`config.mk`:
```
export PLATFORM = sky130hd
export DESIGN_NAME = pixel_array_sequencer
export DESIGN_NICKNAME = d
export VERILOG_FILES = /design/src/rtl/pixel_array_sequencer.sv
export SDC_FILE = /design/constraint.sdc
export NUM_CORES = 1
export LEC_CHECK = 0
export ABC_AREA = 1
export ABC_CLOCK_PERIOD_IN_PS = 1800
export BUFFER_PORTS_ARGS = -buffer_cell sky130_fd_sc_hd__buf_2
export CAP_MARGIN = 15
export CORE_AREA = 2 2 127 129
export CTS_BUF_LIST = sky130_fd_sc_hd__clkbuf_4 sky130_fd_sc_hd__clkbuf_8 sky130_fd_sc_hd__clkbuf_16
export CTS_CLUSTER_DIAMETER = 200
export DETAILED_ROUTE_END_ITERATION = 12
export DIE_AREA = 0 0 129 131
export PLACE_DENSITY = 0.72
export SLEW_MARGIN = 15
export SYNTH_ARGS = -nofsm -noshare
export SYNTH_HDL_FRONTEND = slang
export SYNTH_SLANG_ARGS = --single-unit
export TNS_END_PERCENT = 50
```
`constraint.sdc`:
```
create_clock -name clk_in -period 1.8 [get_ports clk_in]
set_input_delay 0.18 -clock clk_in [delete_from_list [all_inputs] [get_ports clk_in]]
set_output_delay 0.18 -clock clk_in [all_outputs]
set_load 0.01 [all_outputs]
```
`src/rtl/pixel_array_sequencer.sv`:
```
`default_nettype none
// ============================================================================
// Module      : pixel_array_sequencer
// Description : Runs one measurement frame per trigger: integrator reset,
//               integrate, hold, then an N_CH-channel ADC scan.  Each frame
//               is emitted as a framed byte packet on a valid/ready byte
//               interface feeding the UART transmitter.
// Revision    : 1.0 - initial multi-channel release
// ============================================================================
module pixel_array_sequencer #(
  parameter int N_CH        = 4,
  parameter int ADC_W       = 12,
  parameter int T_RESET     = 2000,
  parameter int T_HOLD      = 2000,
  parameter int T_INT_SHORT = 5000000,
  parameter int T_INT_LONG  = 50000000,
  parameter int ADC_TIMEOUT = 1000,
  parameter int CNT_W       = 32
) (
  input  logic             clk_in,
  input  logic             reset,
  input  logic             start_n,
  input  logic             cont_mode,
  input  logic             stop_n,
  input  logic             t_sel,
  output logic             reset_iv_n,
  output logic             hold_iv_n,
  output logic             d_out,
  output logic             adc_start,
  output logic [2:0]       adc_ch,
  input  logic             adc_valid,
  input  logic [ADC_W-1:0] adc_data,
  output logic             tx_valid,
  output logic [7:0]       tx_data,
  input  logic             tx_ready,
  output logic             busy,
  output logic [7:0]       frame_cnt,
  output logic             err_timeout
);

  // A phase of length T ends when the timer reaches T-1; a zero length
  // behaves like a length of one.
  localparam logic [CNT_W-1:0] C_RESET_LAST     = (T_RESET     > 1) ? CNT_W'(T_RESET - 1)     : '0;
  localparam logic [CNT_W-1:0] C_HOLD_LAST      = (T_HOLD      > 1) ? CNT_W'(T_HOLD - 1)      : '0;
  localparam logic [CNT_W-1:0] C_INT_SHORT_LAST = (T_INT_SHORT > 1) ? CNT_W'(T_INT_SHORT - 1) : '0;
  localparam logic [CNT_W-1:0] C_INT_LONG_LAST  = (T_INT_LONG  > 1) ? CNT_W'(T_INT_LONG - 1)  : '0;
  localparam logic [CNT_W-1:0] C_TIMEOUT_LAST   = (ADC_TIMEOUT > 1) ? CNT_W'(ADC_TIMEOUT - 1) : '0;
  localparam logic [2:0]       C_LAST_CH        = 3'(N_CH - 1);
  // Packet is sync byte, status byte, then two bytes per channel.
  localparam logic [4:0]       C_LAST_BYTE      = 5'(2 * N_CH + 1);

  typedef enum logic [2:0] {
    S_IDLE      = 3'd0,
    S_RESET_IV  = 3'd1,
    S_INTEGRATE = 3'd2,
    S_HOLD      = 3'd3,
    S_CONV_REQ  = 3'd4,
    S_CONV_WAIT = 3'd5,
    S_TX        = 3'd6,
    S_DONE      = 3'd7
  } state_t;

  state_t           r_state;
  logic [CNT_W-1:0] r_timer;
  logic [CNT_W-1:0] r_t_int_last;
  logic [2:0]       r_ch;
  logic [4:0]       r_byte_idx;
  logic             r_stop_req;
  logic [ADC_W-1:0] r_sample [N_CH];

  logic r_start_meta, r_start_sync, r_start_dly;
  logic r_stop_meta,  r_stop_sync;

  logic        w_start;
  logic [4:0]  w_next_idx;
  logic [7:0]  w_next_byte;
  logic [15:0] w_sample_ext [N_CH];

  // Two-flop synchronizers for the front-panel buttons plus a delay stage
  // for falling-edge detection on start.
  always_ff @(posedge clk_in or negedge reset) begin
    if (!reset) begin
      r_start_meta <= 1'b1;
      r_start_sync <= 1'b1;
      r_start_dly  <= 1'b1;
      r_stop_meta  <= 1'b1;
      r_stop_sync  <= 1'b1;
    end else begin
      r_start_meta <= start_n;
      r_start_sync <= r_start_meta;
      r_start_dly  <= r_start_sync;
      r_stop_meta  <= stop_n;
      r_stop_sync  <= r_stop_meta;
    end
  end

  assign w_start = r_start_dly & ~r_start_sync;

  generate
    for (genvar gi = 0; gi < N_CH; gi++) begin : g_ext
      assign w_sample_ext[gi] = 16'(r_sample[gi]);
    end
  endgenerate

  // Byte that follows the one currently on tx_data.
  always_comb begin
    w_next_idx  = r_byte_idx + 5'd1;
    w_next_byte = 8'h00;
    if (w_next_idx == 5'd1) begin
      w_next_byte = {frame_cnt[6:0], err_timeout};
    end
    for (int k = 0; k < N_CH; k++) begin
      if (w_next_idx == 5'(2 + 2 * k)) begin
        w_next_byte = w_sample_ext[k][15:8];
      end
      if (w_next_idx == 5'(3 + 2 * k)) begin
        w_next_byte = w_sample_ext[k][7:0];
      end
    end
  end

  // Frame sequencer; outputs are registered and updated on state entry.
  always_ff @(posedge clk_in or negedge reset) begin
    if (!reset) begin
      r_state      <= S_IDLE;
      r_timer      <= '0;
      r_t_int_last <= C_INT_SHORT_LAST;
      r_ch         <= 3'd0;
      r_byte_idx   <= 5'd0;
      r_stop_req   <= 1'b0;
      for (int k = 0; k < N_CH; k++) begin
        r_sample[k] <= '0;
      end
      reset_iv_n   <= 1'b1;
      hold_iv_n    <= 1'b1;
      d_out        <= 1'b0;
      adc_start    <= 1'b0;
      adc_ch       <= 3'd0;
      tx_valid     <= 1'b0;
      tx_data      <= 8'h00;
      busy         <= 1'b0;
      frame_cnt    <= 8'd0;
      err_timeout  <= 1'b0;
    end else begin
      r_timer   <= r_timer + CNT_W'(1);
      adc_start <= 1'b0;
      if (!r_stop_sync) begin
        r_stop_req <= 1'b1;
      end

      case (r_state)
        S_IDLE: begin
          if (w_start) begin
            r_t_int_last <= t_sel ? C_INT_LONG_LAST : C_INT_SHORT_LAST;
            err_timeout  <= 1'b0;
            r_state      <= S_RESET_IV;
            r_timer      <= '0;
            reset_iv_n   <= 1'b0;
            d_out        <= 1'b1;
            busy         <= 1'b1;
          end
        end

        S_RESET_IV: begin
          if (r_timer == C_RESET_LAST) begin
            r_state    <= S_INTEGRATE;
            r_timer    <= '0;
            reset_iv_n <= 1'b1;
            d_out      <= 1'b0;
          end
        end

        S_INTEGRATE: begin
          if (r_timer == r_t_int_last) begin
            r_state   <= S_HOLD;
            r_timer   <= '0;
            hold_iv_n <= 1'b0;
            d_out     <= 1'b1;
          end
        end

        S_HOLD: begin
          if (r_timer == C_HOLD_LAST) begin
            r_ch      <= 3'd0;
            adc_ch    <= 3'd0;
            adc_start <= 1'b1;
            r_state   <= S_CONV_REQ;
            r_timer   <= '0;
          end
        end

        S_CONV_REQ: begin
          r_state <= S_CONV_WAIT;
          r_timer <= '0;
        end

        S_CONV_WAIT: begin
          if (adc_valid || (r_timer == C_TIMEOUT_LAST)) begin
            // A missing conversion is recorded as all-ones and flagged.
            for (int k = 0; k < N_CH; k++) begin
              if (r_ch == 3'(k)) begin
                r_sample[k] <= adc_valid ? adc_data : '1;
              end
            end
            if (!adc_valid) begin
              err_timeout <= 1'b1;
            end
            r_timer <= '0;
            if (r_ch == C_LAST_CH) begin
              hold_iv_n  <= 1'b1;
              d_out      <= 1'b0;
              r_byte_idx <= 5'd0;
              tx_valid   <= 1'b1;
              tx_data    <= 8'hA5;
              r_state    <= S_TX;
            end else begin
              r_ch      <= r_ch + 3'd1;
              adc_ch    <= r_ch + 3'd1;
              adc_start <= 1'b1;
              r_state   <= S_CONV_REQ;
            end
          end
        end

        S_TX: begin
          if (tx_ready) begin
            if (r_byte_idx == C_LAST_BYTE) begin
              tx_valid <= 1'b0;
              r_state  <= S_DONE;
              r_timer  <= '0;
            end else begin
              r_byte_idx <= w_next_idx;
              tx_data    <= w_next_byte;
            end
          end
        end

        S_DONE: begin
          frame_cnt <= frame_cnt + 8'd1;
          r_timer   <= '0;
          if (cont_mode && !r_stop_req) begin
            r_t_int_last <= t_sel ? C_INT_LONG_LAST : C_INT_SHORT_LAST;
            r_state      <= S_RESET_IV;
            reset_iv_n   <= 1'b0;
            d_out        <= 1'b1;
          end else begin
            r_state    <= S_IDLE;
            busy       <= 1'b0;
            r_stop_req <= 1'b0;
          end
        end

        default: begin
          r_state <= S_IDLE;
          busy    <= 1'b0;
        end
      endcase
    end
  end

endmodule
`default_nettype wire

```
Word-level counts from Yosys, hierarchy flattened:

Index checks and enable logic that the tools add are counted.

* add/sub/neg operators: 4
* equality and inequality tests: 36
* multiplexer cells: 75
* bitwise logic cells: 2
* reductions and logical operators: 28

Operators by type and width (count)
* 32-bit two-way mux: 8
* 32-bit case mux with 6 select lines: 1
* 8-bit two-way mux: 13
* 32-bit case mux with 2 select lines: 1
* 32-bit by 1-bit adder with 32-bit output, second input constant: 1
* 32-bit by 10-bit == test with 1-bit output, second input constant: 1
* 32-bit by 11-bit == test with 1-bit output, second input constant: 1
* 32-bit == test: 1
* 3-bit two-way mux: 10
* 26-bit two-way mux: 1
* 2-bit != test, second input constant: 13
* 1-bit two-way mux: 24
* 3-bit case mux with 8 select lines: 1
* 5-bit by 3-bit == test with 1-bit output, second input constant: 4
* 5-bit two-way mux: 4
* 3-bit AND reduction: 6
* 8-bit case mux with 2 select lines: 1
* 4-bit AND reduction: 4
* 5-bit by 4-bit == test with 1-bit output, second input constant: 3
* 7-bit AND reduction: 2
* 3-bit by 2-bit == test with 1-bit output, second input constant: 4
* 3-bit == test, second input constant: 4
* 12-bit two-way mux: 1
* 5-bit by 2-bit == test with 1-bit output, second input constant: 2
* 22 further kinds: 34

* register bits after elaboration: 152
* input port bits: 20
* output and inout bits: 26
* logic and storage cells: 169

Logic depth before layout (Yosys ltp):

* word-level depth: 14
* gate-level depth with buffers: 16
* mapped depth without buffers: 16

Worst setup path after synthesis:

OpenSTA, ideal clock, no wires.

* path type: register to register
* start: reg r_byte_idx[0]
* end: reg tx_data[2]
* library setup time: 0.122 ns
* data arrival time: 1.782 ns
* required time: 1.678 ns
* slack: -0.104 ns
* stages on the path, launching flop included: 14
* buffers on the path: 0
* clock period less this slack: 1.904 ns
* cell sequence: dfrtp_1 > ha_1 > nand3_1 > nand2_1 > nand3_1 > inv_1 > nand2_1 > or2_2 > nand2_1 > nand2_1 > nand2_1 > nand2_1 > nand2_1 > a21oi_1

* word-level cells in the longest chain between the ends: 14
* elaborated cells on any way between the ends: 25
* classes of those cells: add/sub (1); eq/ne (11); mux (12); reduce/logical (1)

Ends and longest elaborated chain
* start, declared: RTL line 67 `logic [4:0] r_byte_idx;`
* start signal, assigned: RTL line 232 `r_byte_idx <= w_next_idx;`
* 5-bit by 1-bit adder with 5-bit output: RTL line 107 `w_next_idx = r_byte_idx + 5'd1;`
* 5-bit by 1-bit == test with 1-bit output: RTL line 109 `if (w_next_idx == 5'd1) begin`
* 8-bit two-way mux: RTL line 109
* 8-bit two-way mux: RTL line 113 `if (w_next_idx == 5'(2 + 2 * k)) begin`
* 8-bit two-way mux: RTL line 116 `if (w_next_idx == 5'(3 + 2 * k)) begin`
* 8-bit two-way mux: RTL line 113
* 8-bit two-way mux: RTL line 116
* 8-bit two-way mux: RTL line 113
* 8-bit two-way mux: RTL line 116
* 8-bit two-way mux: RTL line 113
* 8-bit two-way mux: RTL line 116
* 8-bit two-way mux: RTL line 227 `if (r_byte_idx == C_LAST_BYTE) begin`
* 8-bit two-way mux: RTL line 226 `if (tx_ready) begin`
* 8-bit case mux with 2 select lines: RTL line 151 `case (r_state)`
* end signal, assigned: RTL line 233 `tx_data <= w_next_byte;`
* end, declared: RTL line 34 `output logic [7:0] tx_data,`

Several ways; a longest one is shown, not always the timed one. The select of a mux whose other input is x is not followed.
A chain may end at the register's enable or synchronous reset.

Worst setup path in the final report:

* start: reg r_byte_idx[0]
* end: reg tx_data[1]

Same word-level chain as after synthesis.

==> results.md <==
Layout:
- From synthesis to final layout, the design area changed by 52.7%.
- The most common cell after layout, fill and taps aside is nand2_1.
- In the final layout, the multi-input gates occupy 0.00434 sq mm.
- In the final design database the tool counted between 1000 and 1500 nets.
- The utilization after layout is slightly below 70%.
- The library cells used most frequently in the layout, excluding fill and tap cells, are nand2_1, buf_4, dfrtp_1.
- The layout filler cell count is 1081.
- Cells with a size suffix above 1 make up 40.9% of the layout.
- The register area is between 0.003 and 0.004 sq mm.
- The number of antenna diodes in the final layout is 0.
- Excluding fillers, the count of instances in the completed layout stands at 1433.

Timing:
- The worst pin sits at a relative slew slack of between 50% and 60%.
- Setup violations remaining at the end of the flow were counted as between 100 and 150.
- Subtracting the final worst setup slack from the clock period gives 2.14 ns.
- The number of max-slew violations in the final report is 0.
- The setup slack after layout is -0.342 ns.
- The number of endpoints with negative hold slack in the final report was 0.
- Setup repair after global routing could not meet its margin everywhere.
- Of the available clock period, the critical path in the final layout requires 119%.
- The pin slew with the least headroom to its limit is about 0.70 ns.
- Timing would allow up to between 0.4 and 0.5 GHz.
- Across the routed clock network, the largest skew measured is 0.0119 ns.
- The sum of negative setup slack is -19.90 ns.

Setup path:
- At the worst endpoint, the required time is between 2 and 2.5 ns.
- The setup path with the least slack is of type reg -> reg.
- STA puts the critical path data arrival time at ~2.5 ns.
- STA classifies the critical path endpoint as a flop.
- The startpoint type of the worst setup path is a flop.
- The largest driver fanout on the critical path is 5.

Placed design:
- The number of port buffers is 45.
- After detailed placement, the design holds a cell count of around 1400.
- The half-perimeter wire length after placement is approximately 15 mm.
- The final weighted congestion in routability-driven placement is 0.980.

Drt:
- The count of routing violations after the opening detailed-route iteration is around 720.
- Dividing the detail-routed wire length by the instance count gives 18.2 um.
- For this block, the routed nets add up to roughly 26 mm of wire.
- The number of search-and-repair iterations in the first detailed-routing pass is 6.
- The number of vias after detailed routing is about 8000.
- The via count normalized by instance count is between 5 and 6.
- The number of nets with antenna violations after detailed routing is 0.
- The residual DRC count is 0.

Floorplanning:
- The starting utilization of the core area is between 40% and 50%.
- The floorplan has 46 rows.
- The area enclosed by the die boundary is around 0.017 sq mm.
- The core area is 0.0156 sq mm.
- In this run the count of I/O pins placed on the die edge is 46.
- Measured along the y axis, the die boundary spans roughly 130 um.
- From left edge to right edge, the die measures 129 um.

Yosys:
- After synthesis, the netlist uses 44 different library cells.
- The sequential fraction of the synthesis area is 43.5%.
- When the netlist entered floorplanning its net count stood at between 900 and 1000.
- The number of synthesis warnings is 0.
- The leading register cell type out of synthesis is dfrtp_1.
- In this run the cell area of the synthesized design comes to approximately 0.0070 sq mm.
- The synthesized instance count is 960.
- The average instance in the mapped netlist occupies roughly 7.3 sq um.
- The share of synthesized flip-flops with an asynchronous set or reset is between 90% and 100%.
- In this run, synthesis inferred 0 flip-flops with an integrated enable.
- The count of state elements after synthesis is 122.

CTS:
- The clock transition at the registers of the reported paths is about 0.06 ns.
- Clock tree synthesis inserted a total of 17 buffers.
- Counting every sink on the clock net gives roughly 120.
- The H-tree was split into 4 levels.
- The TritonCTS clock tree is built.
- No sink is reached through more buffers than the 2 on the longest clock path.
- The buffer cell driving the clock tree root is clkbuf_16.
- The later-pin clock latency in the skew report is approximately 0.43 ns.

Power:
- The maximum vdd drop is ~0.00092 V.
- The total power is 0.0150 W.
- For this design the static power due to leakage is approximately 5.2 nW.
- In this run the power density over the cells is 1390 mW/mm^2.

Run status:
- The final reports fail on negative setup slack.
- The flow ran to the end, but the final reports show violations.

Flow run:
- Across the run, the number of max-cap violations was 0.

Global routing:
- The number of global-route vias before repair is ~7300.
- The maximum number of pins on one net before global-route repair is about 120.
- For this run, the total global-route usage over all layers was measured as 26.9%.
- The first global-routing pass estimated about 36 mm of wire.
- The initial antenna violation count is 1.
- The overflow left after global routing is 0.

Worst hold path:
- The tightest min-delay check is of the in -> reg type.
## registers in the layout (all words and copies together), names as in the netlist, 2 cells and up
register,count
r_sample,48
r_timer,32
frame_cnt,8
tx_data,8
r_byte_idx,5
r_ch,3
r_state,3
r_t_int_last,2
## stage by stage
| step | area [sq um] | worst slack, ns | hold slack [ns] |
|---|---|---|---|
| after CTS | 9930 | -0.168 | 0.0453 |
| final | 10800 | -0.342 | 0.0546 |
| after global placement | 8660 | -0.237 | 0.286 |
| after global routing | 10800 | -0.443 | 0.0652 |
| after detailed placement | 8660 | -0.281 | 0.286 |
| after floorplan | 7060 | -0.0513 | -0.116 |
## power breakdown
part | switching [W] | total [W] | internal, W | leakage [nW]
Sequential | 0.000801 | 0.00443 | 0.00363 | 1.55
Clock | 0.00136 | 0.00367 | 0.00230 | 0.304
Combinational | 0.00390 | 0.00689 | 0.00298 | 3.33
## cells in the mapped netlist (2+ instances only)
master      n  area [sq um]
nand3_2     2          20.0
nor2_1    132           495
dfstp_2     8           210
buf_2      13          65.1
buf_6       6          67.6
nor3_1     32           160
a21oi_1    24           120
ha_1       12           150
nand2_1   253           950
inv_1     102           383
inv_2       5          18.8
o22ai_1     2          12.5
clkbuf_1    4          15.0
nor2_2      7          43.8
nand3_1    76           380
o21ai_0    53           265
nor3_2      3          30.0
o21ai_1    21           105
buf_4       2          15.0
nor3b_1     4          30.0
nor4_1      3          18.8
o21ai_2     3          26.3
nand4_1    23           144
xnor2_1     4          35.0
a211oi_1    8          60.1
dfrtp_1   114          2850
or2_0       2          12.5
nor2_4      3          33.8
nand3b_1    3          22.5
nand2_2     3          18.8
xor2_1     20           175
## critical path, stage by stage (launching register included)
cell and delay [ns]:
dfrtp_1 0.45, ha_4 0.21, nand3_2 0.11, nand2_4 0.17, nand3_4 0.14, inv_4 0.13, nand2_2 0.09, buf_4 0.14
nand2_1 0.06, nand2_1 0.06, nand2_1 0.14, nand2_1 0.10, nand2_1 0.07, nand2_1 0.05, nand2_1 0.07, nand2_1 0.06
## layer usage
layer / wire length, um / vias up / global-route usage (%)
li1: - / 3604 / -
met1: 9820 / 3738 / 33.3
met2: 12700 / 483 / 44.9
met3: 1920 / 141 / 5.37
met4: 1590 / 2 / 14.1
met5: 13 / - / 0
## path summary, 6_finish.rpt
path	startpoint	to	slack, ns	cells after the start
max	r_byte_idx[0]	tx_data[1]	-0.34	15
min	adc_data[10]	r_sample[46]	0.05	3
max reg2reg	r_byte_idx[0]	tx_data[1]	-0.34	15
min reg2reg	r_stop_meta	r_stop_sync	0.36	0
max in group asynchronous	reset	r_timer[10]	0.84	3
min in group asynchronous	reset	r_timer[17]	0.38	3
## repair_timing
item                                   CTS  global route
endpoints found under the hold margin  117             0
cloned                                   2             8
hold buffers                             4             0
setup buffers                           14            15
pin swaps                               31            68
resized for setup                      115           195
setup endpoints to repair              104           107
## final cells by class
class	count	area share (%)
multi-input cells	708	40.3
inverters	110	4.22
clock buffers	20	4.34
repair inverters	2	0.163
repair buffers	243	18.4
flip-flops and latches	122	28.5
well taps	216	2.51
clock inverters	12	1.51
## logic make-up (layout without fill, tap and decap cells)
family | count (synthesis) | after routing | share of synthesized area, %
DFF | 122 | 122 | 43.5
and+or+nand+nor | 551 | 556 | 34.3
adders and majority gates | 12 | 12 | 2.13
AOI/OAI and AO/OA | 116 | 116 | 8.90
xor gates and xnor gates | 24 | 24 | 2.98
buffers and inverters | 135 | 387 | 8.26
No activity file was read; power rests on OpenSTA's default activity.
